[config.mk]
export PLATFORM = sky130hd
export DESIGN_NAME = reg_write_scoreboard
export DESIGN_NICKNAME = d
export VERILOG_FILES = /design/src/rtl/reg_write_pkg.sv /design/src/rtl/reg_write_scoreboard_decoder_n.sv /design/src/rtl/reg_write_scoreboard.sv
export SDC_FILE = /design/constraint.sdc
export NUM_CORES = 1
export LEC_CHECK = 0
export CORE_MARGIN = 1
export CORE_UTILIZATION = 54
export DETAILED_ROUTE_END_ITERATION = 8
export GPL_TIMING_DRIVEN = 0
export PLACE_DENSITY = 0.86
export SETUP_SLACK_MARGIN = 0.4
export SLEW_MARGIN = 20
export SYNTH_ARGS = -nofsm -noshare
export SYNTH_HDL_FRONTEND = slang
export SYNTH_HIERARCHICAL = 1
export SYNTH_SLANG_ARGS = --single-unit
[constraint.sdc]
create_clock -name clk -period 4.84 [get_ports clk]
set_input_delay 0.726 -clock clk [delete_from_list [all_inputs] [get_ports clk]]
set_output_delay 0.726 -clock clk [all_outputs]
set_load 0.1 [all_outputs]
[src/rtl/reg_write_pkg.sv]
//------------------------------------------------------------------------------
// reg_write_pkg
// Shared sizing constants and address type for the writeback scoreboard.
// Revision: 1.0
//------------------------------------------------------------------------------
`default_nettype none

package reg_write_pkg;
  localparam int ADDR_W_DEFAULT   = 5;
  localparam int NREG_DEFAULT     = 2 ** ADDR_W_DEFAULT;
  localparam int ZERO_REG_DEFAULT = 31;

  typedef logic [ADDR_W_DEFAULT-1:0] addr_t;
endpackage

`default_nettype wire

[src/rtl/reg_write_scoreboard_decoder_n.sv]
//------------------------------------------------------------------------------
// decoder_n
// Enabled ADDR_W-to-2**ADDR_W one-hot decoder.
// Revision: 1.0
//------------------------------------------------------------------------------
`default_nettype none

module decoder_n #(
  parameter int ADDR_W = 5
) (
  input  logic [ADDR_W-1:0]      addr_in,
  input  logic                   enable,
  output logic [(2**ADDR_W)-1:0] onehot_out
);
  for (genvar i = 0; i < 2 ** ADDR_W; i++) begin : g_bit
    assign onehot_out[i] = enable & (addr_in == ADDR_W'(i));
  end
endmodule

`default_nettype wire

[src/rtl/reg_write_scoreboard.sv]
//------------------------------------------------------------------------------
// reg_write_scoreboard
// Writeback one-hot enable decode plus pending-write busy mask for hazard checks.
// Revision: 1.0
//------------------------------------------------------------------------------
`default_nettype none

module reg_write_scoreboard
  import reg_write_pkg::*;
#(
  parameter int ADDR_W   = ADDR_W_DEFAULT,
  parameter int ZERO_REG = ZERO_REG_DEFAULT
) (
  input  logic                   clk,
  input  logic                   reset,
  input  logic                   issue_valid,
  input  logic [ADDR_W-1:0]      issue_addr,
  output logic                   issue_ready,
  input  logic                   wb_valid,
  input  logic [ADDR_W-1:0]      wb_addr,
  input  logic [ADDR_W-1:0]      rd_addr_a,
  input  logic [ADDR_W-1:0]      rd_addr_b,
  output logic                   hazard_a,
  output logic                   hazard_b,
  output logic [(2**ADDR_W)-1:0] we_onehot,
  output logic [(2**ADDR_W)-1:0] busy,
  output logic                   wb_orphan
);
  localparam int                NREG        = 2 ** ADDR_W;
  localparam logic [ADDR_W-1:0] C_ZERO_ADDR = ADDR_W'(ZERO_REG);

  logic [NREG-1:0] r_busy;
  logic [NREG-1:0] r_we_onehot;
  logic            r_wb_orphan;

  logic            w_wb_hits_issue;
  logic            w_issue_set_en;
  logic            w_wb_en;
  logic [NREG-1:0] w_issue_set;
  logic [NREG-1:0] w_wb_mask;
  logic [NREG-1:0] w_busy_next;

  assign w_wb_hits_issue = wb_valid & (wb_addr == issue_addr);
  assign issue_ready     = ~r_busy[issue_addr] | w_wb_hits_issue | (issue_addr == C_ZERO_ADDR);

  // The zero register is accepted on issue but never marked busy.
  assign w_issue_set_en = issue_valid & issue_ready & (issue_addr != C_ZERO_ADDR);
  assign w_wb_en        = wb_valid & (wb_addr != C_ZERO_ADDR);

  decoder_n #(.ADDR_W(ADDR_W)) u_issue_dec (
    .addr_in    (issue_addr),
    .enable     (w_issue_set_en),
    .onehot_out (w_issue_set)
  );

  decoder_n #(.ADDR_W(ADDR_W)) u_wb_dec (
    .addr_in    (wb_addr),
    .enable     (w_wb_en),
    .onehot_out (w_wb_mask)
  );

  // Set applied after clear so a same-cycle issue keeps the register busy.
  assign w_busy_next = (r_busy & ~w_wb_mask) | w_issue_set;

  // A same-cycle writeback resolves the hazard through forwarding.
  assign hazard_a = (rd_addr_a != C_ZERO_ADDR) & r_busy[rd_addr_a]
                  & ~(wb_valid & (wb_addr == rd_addr_a));
  assign hazard_b = (rd_addr_b != C_ZERO_ADDR) & r_busy[rd_addr_b]
                  & ~(wb_valid & (wb_addr == rd_addr_b));

  always_ff @(posedge clk) begin
    if (reset) begin
      r_busy      <= '0;
      r_we_onehot <= '0;
      r_wb_orphan <= 1'b0;
    end else begin
      r_busy      <= w_busy_next;
      r_we_onehot <= w_wb_mask;
      r_wb_orphan <= w_wb_en & ~r_busy[wb_addr];
    end
  end

  assign busy      = r_busy;
  assign we_onehot = r_we_onehot;
  assign wb_orphan = r_wb_orphan;
endmodule

`default_nettype wire

# ---- After elaboration in Yosys (flattened, before gate mapping)
# Index checks and enable logic that the tools add are counted.
dict set report totals {
  regBits 65
  inputBits 24
  output_inout_bits 68
  elab_cells 170
}
dict set report op_classes {
  order_cmp 4
  eq_ne 69
  n_mux 8
  bitwise_logic 84
  reduce_logical 2
}
# op count
set ops {}
lappend ops {{== test 5 bit (second input constant)} 32}
lappend ops {{== test 5 x 4 -> 1 bit (second input constant)} 16}
lappend ops {{bitwise AND 1 bit} 75}
lappend ops {{== test 5 x 3 -> 1 bit (second input constant)} 8}
lappend ops {{bitwise AND 32 bit} 1}
lappend ops {{inverter 32 bit} 1}
lappend ops {{OR 32 bit} 1}
lappend ops {{less-than comparator 5 x 6 -> 1 bit (second input constant)} 4}
lappend ops {{binary-select mux 1 bit (select 5 bit)} 4}
lappend ops {{== test 5 x 2 -> 1 bit (second input constant)} 4}
lappend ops {{!= test 5 bit (second input constant)} 4}
lappend ops {{== test 5 bit} 3}
lappend ops {{== test 5 x 1 -> 1 bit (second input constant)} 2}
lappend ops {{logical NOT 5 bit} 2}
lappend ops {{2-to-1 mux 1 bit} 4}
lappend ops {{inverter 1 bit} 4}
lappend ops {{OR 1 bit} 2}

# ---- Longest topological paths before layout
# Gate-level depths: netlist of run 1.
dict set report depth {
  word_depth 9
  depth_mapped 9
  ltp_nobuf 8
}

# ---- Hierarchy
# Netlist of run 1, hierarchy kept.
# mod instances cells_each area_each_um2 seq_area_each_um2
set by_module_without_submodules {}
lappend by_module_without_submodules {reg_write_scoreboard 1 323 3240.6 1301.2}
lappend by_module_without_submodules {decoder_n 2 47 234.0 0.0}

# ---- Worst setup path after synthesis of run 1
# No wires, ideal clock.
dict set report synth_timing {
  kind {register to output}
  from {register r_busy[3] (netlist: busy[3])}
  to {output port issue_ready}
  arrival_ps 2615
  t_required_ps 4114
  setup_slack_ps 1499
  path_stages_with_launch 5
  n_path_buf 0
  path_cell_list {dfxtp_1 > mux4_1 > a2bb2oi_1 > a221oi_2 > or4_1}
}
dict set report synth_via {
  elab_chain_len 5
}
# item line
set synth_rtl {}
lappend synth_rtl {{start: declaration} reg_write_scoreboard.sv:32} ;# logic [NREG-1:0] r_busy;
lappend synth_rtl {{start signal: assignment} reg_write_scoreboard.sv:77} ;# r_busy <= w_busy_next;
lappend synth_rtl {{binary-select mux 1 bit (select 5 bit)} reg_write_scoreboard.sv:44} ;# assign issue_ready = ~r_busy[issue_addr] | w_wb_hits_issue | (issue_addr == C_ZERO_ADDR);
lappend synth_rtl {{2-to-1 mux 1 bit (implied by the code)} reg_write_scoreboard.sv:44}
lappend synth_rtl {{inverter 1 bit} reg_write_scoreboard.sv:44}
lappend synth_rtl {{OR 1 bit (2 in a row)} reg_write_scoreboard.sv:44}
lappend synth_rtl {{end: declaration} reg_write_scoreboard.sv:18} ;# output logic issue_ready,
# No other way between the ends. The select of a mux whose other input is x is not followed.

# ---- Final worst setup path of run 1
dict set report layout_timing {
  from {input port issue_addr[0]}
  to {output port issue_ready}
}
dict set report layout_via {
  elab_chain_len 5
  elab_cells_between_ends 8
  cone_classes {eq/ne (2); mux (2); bitwise (4)}
}
# item line
set layout_rtl {}
lappend layout_rtl {{start: declaration} reg_write_scoreboard.sv:17} ;# input logic [ADDR_W-1:0] issue_addr,
lappend layout_rtl {{binary-select mux 1 bit (select 5 bit)} reg_write_scoreboard.sv:44}
lappend layout_rtl {{2-to-1 mux 1 bit (implied by the code)} reg_write_scoreboard.sv:44}
lappend layout_rtl {{inverter 1 bit} reg_write_scoreboard.sv:44}
lappend layout_rtl {{OR 1 bit} reg_write_scoreboard.sv:44}
lappend layout_rtl {{OR 1 bit (*)} reg_write_scoreboard.sv:44}
# Mark *: on every way between the ends. The rest lies on a longest branch, timed or not. The select of a mux whose other input is x is not followed.

==> flow_metrics.tcl, run 1 <==
set metrics [dict create \
    netlist_area_um2 3710 \
    critPathKind "primary input to primary output" \
    synth_seq_cells 65 \
    fin_crit_ps 4320 \
    synth_top_area_frac 0.351 \
    cts.clk_slew.worst_paths_ps 60 \
    syn_area_per_cell_um2 8.89 \
    fin_ws_ps 515 \
    relSlewSlack 0.328 \
    htree_levels 3 \
    max-cap-violations 0 \
    initial_core_util 0.571 \
    io_pins 92 \
    synthFlopType "dfxtp_1" \
    syn_to_final_growth_pct 32.0 \
    clockRootBuffer "clkbuf_8" \
    p_leak_nw 1.83 \
    ys_types 39 \
    worstMarginPinSlew_ps 1000 \
    vdd_drop_max_mv 0.175 \
    hp-class "flop to flop" \
    worst_setup_path_end_kind "primary output" \
    yosysTopAreaCell "dfxtp_1" \
    status "finished with violations" \
    wl_um 11400 \
    drt_first_pass_iters 8 \
    clock_latency_ps 350 \
    period_share 0.894 \
    failed_checks "DRC" \
    fin_util 0.754 \
    post-cts-setup-buffers 0 \
    drive_above_1_share 0.0829 \
    rsz0062_at_grt "false" \
    grtUsageTotal 0.322 \
    netlist_instances 417 \
    die_x_um 84.9 \
    grt_pass1_vias 3435 \
    arrival_ps 3600 \
    die-area_um2 7200 \
    grt_max_degree 14 \
    hold_buffers 0 \
    setup_viol 0 \
    seq_area_frac_synth 0.351 \
    hpwl_um 7900 \
    core_um2 6490 \
    grt_pass1_wl_um 17600 \
    slew_viol_final 0 \
    syn-num-nets 441 \
    antennaDiodeCount 0 \
    cts.sinks 65 \
    hold_viol 0 \
    cts_inserted_buffers 9 \
    start_kind "primary input" \
    io_buffers 86 \
    multi_input_area_um2 2140 \
    wire_per_inst_um 19.1 \
    fillCellCount 444 \
    cp_max_fo 8 \
    drc 7 \
    grt_antenna_before_repair 0 \
    dp_worst_setup_slack_ps 257 \
    yosysWarnings 6 \
    fmax_mhz 231 \
    drt_iter0_drc 579 \
    ant_nets 0 \
    register_area_um2 1300 \
    ys_async_sr_fraction 0 \
    vias 3679 \
    die_h_um 84.9 \
    num-nets-final 538 \
    grt_overflow 0 \
    rows 29 \
    synth_edf_count 0 \
    gp_congestion 0.917 \
    post_cts_resized 1 \
    clock_skew_ps 14.2 \
    p_per_area_nw_per_um2 263 \
    via_per_inst 6.17 \
    cts_buffer_depth 2 \
    tns_ps 0 \
    required_ps 4110 \
    cts_tree "yes" \
    synth.area.top_cells "dfxtp_1, nor2_1, mux4_1" \
]
-- worst max-delay path, stage by stage --
cell             delay [ps]
clkdlybuf4s50_1         650
mux4_2                  560
mux2_2                  290
a221oi_2                320
or4_1                   200
dlygate4sd2_1           860
-- state kept, by name, indices dropped and copies added (netlist names) --
signal,count
wb_orphan,1
we_onehot,32
busy,32
-- Yosys cell counts, types with 3 or more instances --
cell type  number
nor2_1        133
o21ai_0         3
nand3_1         7
nand2b_1        4
nand3b_1        4
nand2_1         7
xor2_1          8
nand4b_1        6
a21oi_1        32
clkbuf_1       13
nand4_1         3
nand4bb_1       6
buf_2           4
xnor2_1         7
dfxtp_1        65
mux2i_1        16
mux4_2         14
inv_1          37
buf_1           4
mux4_1         15
-- logic make-up after synthesis --
group	after synthesis	synth area share
muxes	47	0.241
and+or+nand+nor	181	0.226
DFF	65	0.351
xor gates and xnor gates	15	0.0354
AOI/OAI and AO/OA	46	0.0752
buffers and inverters	63	0.0715
-- cell type report --
cell class | count | share of cell area
plain buffers | 26 | 0.0258
multi-input cells | 289 | 0.438
flip-flops and latches | 65 | 0.266
repair buffers | 86 | 0.176
well taps | 77 | 0.0197
clock buffers | 12 | 0.0317
clock inverters | 4 | 0.0153
inverters | 37 | 0.0284
-- placed cells by master (no fill, tap or decap), types with 11 or more instances in the layout --
cell type,instances
nor2_1,133
mux4_1,15
clkbuf_1,14
dfxtp_1,65
a21oi_1,32
mux2i_1,16
clkbuf_8,11
mux4_2,14
clkdlybuf4s50_1,85
inv_1,37
-- worst paths after layout --
kind,startpoint,to,slack [ps],cells after the start
hold / removal,busy[31],busy[31],590,2
setup reg to reg,busy[15],busy[2],2010,8
setup / recovery,issue_addr[0],issue_ready,520,6
hold reg to reg,busy[31],busy[31],590,2
-- power by group --
part           total [mW]  switching (mW)  leakage [nW]  internal (mW)
clock network       0.536           0.218         0.109          0.318
registers           0.545         0.00571         0.524          0.539
logic               0.204           0.135          1.19         0.0693
-- routing by layer --
layer / vias to the layer above / share of wire / global-route usage
met5: - / 0 / 0
met4: 0 / 0.035 / 0.153
met3: 40 / 0.12 / 0.0720
met2: 298 / 0.46 / 0.506
met1: 1706 / 0.38 / 0.426
li1: 1635 / - / -
-- metrics by stage --
step	area, um2	hold slack [ps]	total power, mW	cells
2_1_floorplan	3710	910	0.693	417
4_1_cts	4890	586	1.28	596
5_1_grt	4890	622	1.32	596
3_3_place_gp	4670	549	0.752	580
3_5_place_dp	4670	575	0.756	580
6_report	4890	593	1.29	596
Power figures use the tool's default switching activity.
==> run 2: changes to the inputs <==
--- a/config.mk
+++ b/config.mk
@@ -6,10 +6,10 @@
 export NUM_CORES = 1
 export LEC_CHECK = 0
 export CORE_MARGIN = 1
-export CORE_UTILIZATION = 54
+export CORE_UTILIZATION = 45
 export DETAILED_ROUTE_END_ITERATION = 8
 export GPL_TIMING_DRIVEN = 0
-export PLACE_DENSITY = 0.86
+export PLACE_DENSITY = 0.77
 export SETUP_SLACK_MARGIN = 0.4
 export SLEW_MARGIN = 20
 export SYNTH_ARGS = -nofsm -noshare
==> constraint.sdc (replaced) <==
create_clock -name clk -period 3.7 [get_ports clk]
set_input_delay 0.555 -clock clk [delete_from_list [all_inputs] [get_ports clk]]
set_output_delay 0.555 -clock clk [all_outputs]
set_load 0.1 [all_outputs]
==> run 2 against run 1 <==
Net effect: the run now ends clean; cell count rose by 4.2%; count of clock-buffer cells in the layout did not move; core utilization fell by 12 points; critical path type unchanged; critical endpoint unchanged; largest cell class unchanged; largest power group unchanged.
==> flow_metrics.tcl, run 2 (same netlist as run 1, synthesis figures left out) <==
set metrics [dict create \
    die_x_um 92.8 \
    netSwitchingFraction 0.275 \
    clock_latency_ps 350 \
    cts_tree "yes" \
    clockRootBuffer "clkbuf_8" \
    path_depth 7 \
    wire_per_inst_um 18.3 \
    p_switching_mw 0.460 \
    met1_usage 0.347 \
    slew_viol_final 0 \
    arrival_ps 2640 \
    io_buffers 86 \
    die_h_um 92.8 \
    antennaDiodeCount 0 \
    seq_power_share 0.426 \
    hp-class "flop to flop" \
    final_cell_mix "nor2_1, clkdlybuf4s50_1, dfxtp_1" \
    reg2regPathDepth 8 \
    grt_antenna_before_repair 0 \
    drc 0 \
    grt_pass1_vias 3529 \
    intPower_mw 1.21 \
    pwr-share-comb 0.159 \
    finish.instance_area_um2 4950 \
    start_kind "primary input" \
    clkPwrFrac 0.414 \
    grt_overflow 0 \
    cpPeakStageDelay_ps 630 \
    initial_core_util 0.473 \
    status "completed" \
    post-cts-setup-buffers 0 \
    tns_ps 0 \
    cp_max_fo 9 \
    fin_crit_ps 3190 \
    htree_levels 3 \
    grtUsageMet3 0.0534 \
    crit_path_top_delay_cell "clkdlybuf4s50_1" \
    setup_viol 0 \
    io_pins 92 \
    fillCellCount 641 \
    layout_commonest_cell "nor2_1" \
    die-area_um2 8610 \
    gp_congestion 0.876 \
    required_ps 3140 \
    core_um2 7850 \
    relSlewSlack 0.338 \
    cts_inserted_buffers 9 \
    drt_first_pass_iters 5 \
    syn_to_final_growth_pct 33.5 \
    period_share 0.863 \
    drive_above_1_share 0.0944 \
    via_per_inst 5.79 \
    grtUsageTotal 0.275 \
    grt_max_degree 14 \
    cpLargestDelayFamily "buffers and inverters" \
    placed_area_um2 4700 \
    hold_viol 0 \
    grt_busiest_layer "met2" \
    drt_iter0_drc 387 \
    vias 3594 \
    rsz0062_at_grt "false" \
    cts.sinks 65 \
    clock_skew_ps 9.04 \
    grt_pass1_wl_um 17900 \
    critPathKind "primary input to primary output" \
    p_leak_nw 1.88 \
    cp_cell_sequence "clkdlybuf4s50_1, clkbuf_4, xnor2_1, nand4_1, o21ai_0, or4_1, buf_4" \
    hold_depth 2 \
    max-cap-violations 0 \
    num-nets-final 538 \
    p_per_area_nw_per_um2 338 \
    path_buf_inv 3 \
    vdd_drop_max_mv 0.229 \
    wl_um 11400 \
    cts.clk_slew.worst_paths_ps 70 \
    hpwl_um 8100 \
    ant_nets 0 \
    timing.hold.ws_ps 585 \
    fmax_mhz 313 \
    grtUsageMet2 0.451 \
    worstMarginPinSlew_ps 990 \
    worst_setup_path_end_kind "primary output" \
    rows 32 \
    cts_buffer_depth 2 \
    fin_util 0.631 \
]
[run 2: cell types whose count changed in the layout (fill, tap and decap cells not counted), sizes merged]
cell           before  now
buf                12   11
clkbuf             26   28
clkdlybuf4s50      85   79
clkdlybuf4s15       0    2
dlymetal6s2s        0    4
dlygate4sd2         1    0
[run 2: layout make-up]
cell class / instances / area, um2 / share of cell area
timing repair buffer: 86 / 871 / 0.176
sequential: 65 / 1300 / 0.263
tap: 102 / 128 / 0.0258
clock inverter: 4 / 75.1 / 0.0152
buffer: 26 / 139 / 0.0281
clock buffer: 12 / 155 / 0.0313
inverter: 37 / 139 / 0.0281
multi-input combinational: 289 / 2140 / 0.433
[run 2: power by group through the flow]
stage	clock network, mW	logic (mW)	registers [mW]
2_1_floorplan	0	0.137	0.770
3_3_place_gp	0	0.256	0.728
3_5_place_dp	0	0.262	0.729
4_1_cts	0.696	0.263	0.713
5_1_grt	0.723	0.280	0.713
6_report	0.693	0.267	0.713
[run 2: routing by layer]
| metal | vias up | part of all wire |
|---|---|---|
| li1 | 1629 | - |
| met2 | 229 | 0.49 |
| met5 | - | 0 |
| met4 | 0 | 0.021 |
| met1 | 1707 | 0.40 |
| met3 | 29 | 0.092 |
[run 2: repair_timing]
| item | in CTS | in global routing |
|---|---|---|
| resized for setup | 13 | 11 |
| setup endpoints to repair | 3 | 7 |
| hold buffers | 0 | 0 |
[run 2: worst reg2reg max path: stages, from the launching register on]
cell	delay, ps
dfxtp_1	390
mux4_2	480
mux2_2	290
a221oi_2	300
o41a_1	430
or4b_4	550
nor2_1	130
a21oi_1	60
nor2_1	90
[run 2: path summary, 6_finish.rpt]
path	startpoint	end	slack, ps
hold reg to reg	busy[31]	busy[31]	590
setup reg to reg	busy[15]	busy[2]	920
hold / removal	busy[31]	busy[31]	590
setup / recovery	wb_addr[3]	issue_ready	510
[run 2: per-stage QoR]
stage | worst slack, ps | power (mW) | instances
finish | 506 | 1.67 | 621
detailed placement | -504 | 0.991 | 605
global route | 431 | 1.72 | 621
CTS | 281 | 1.67 | 621
floorplan | 530 | 0.907 | 417
global placement | -496 | 0.985 | 605
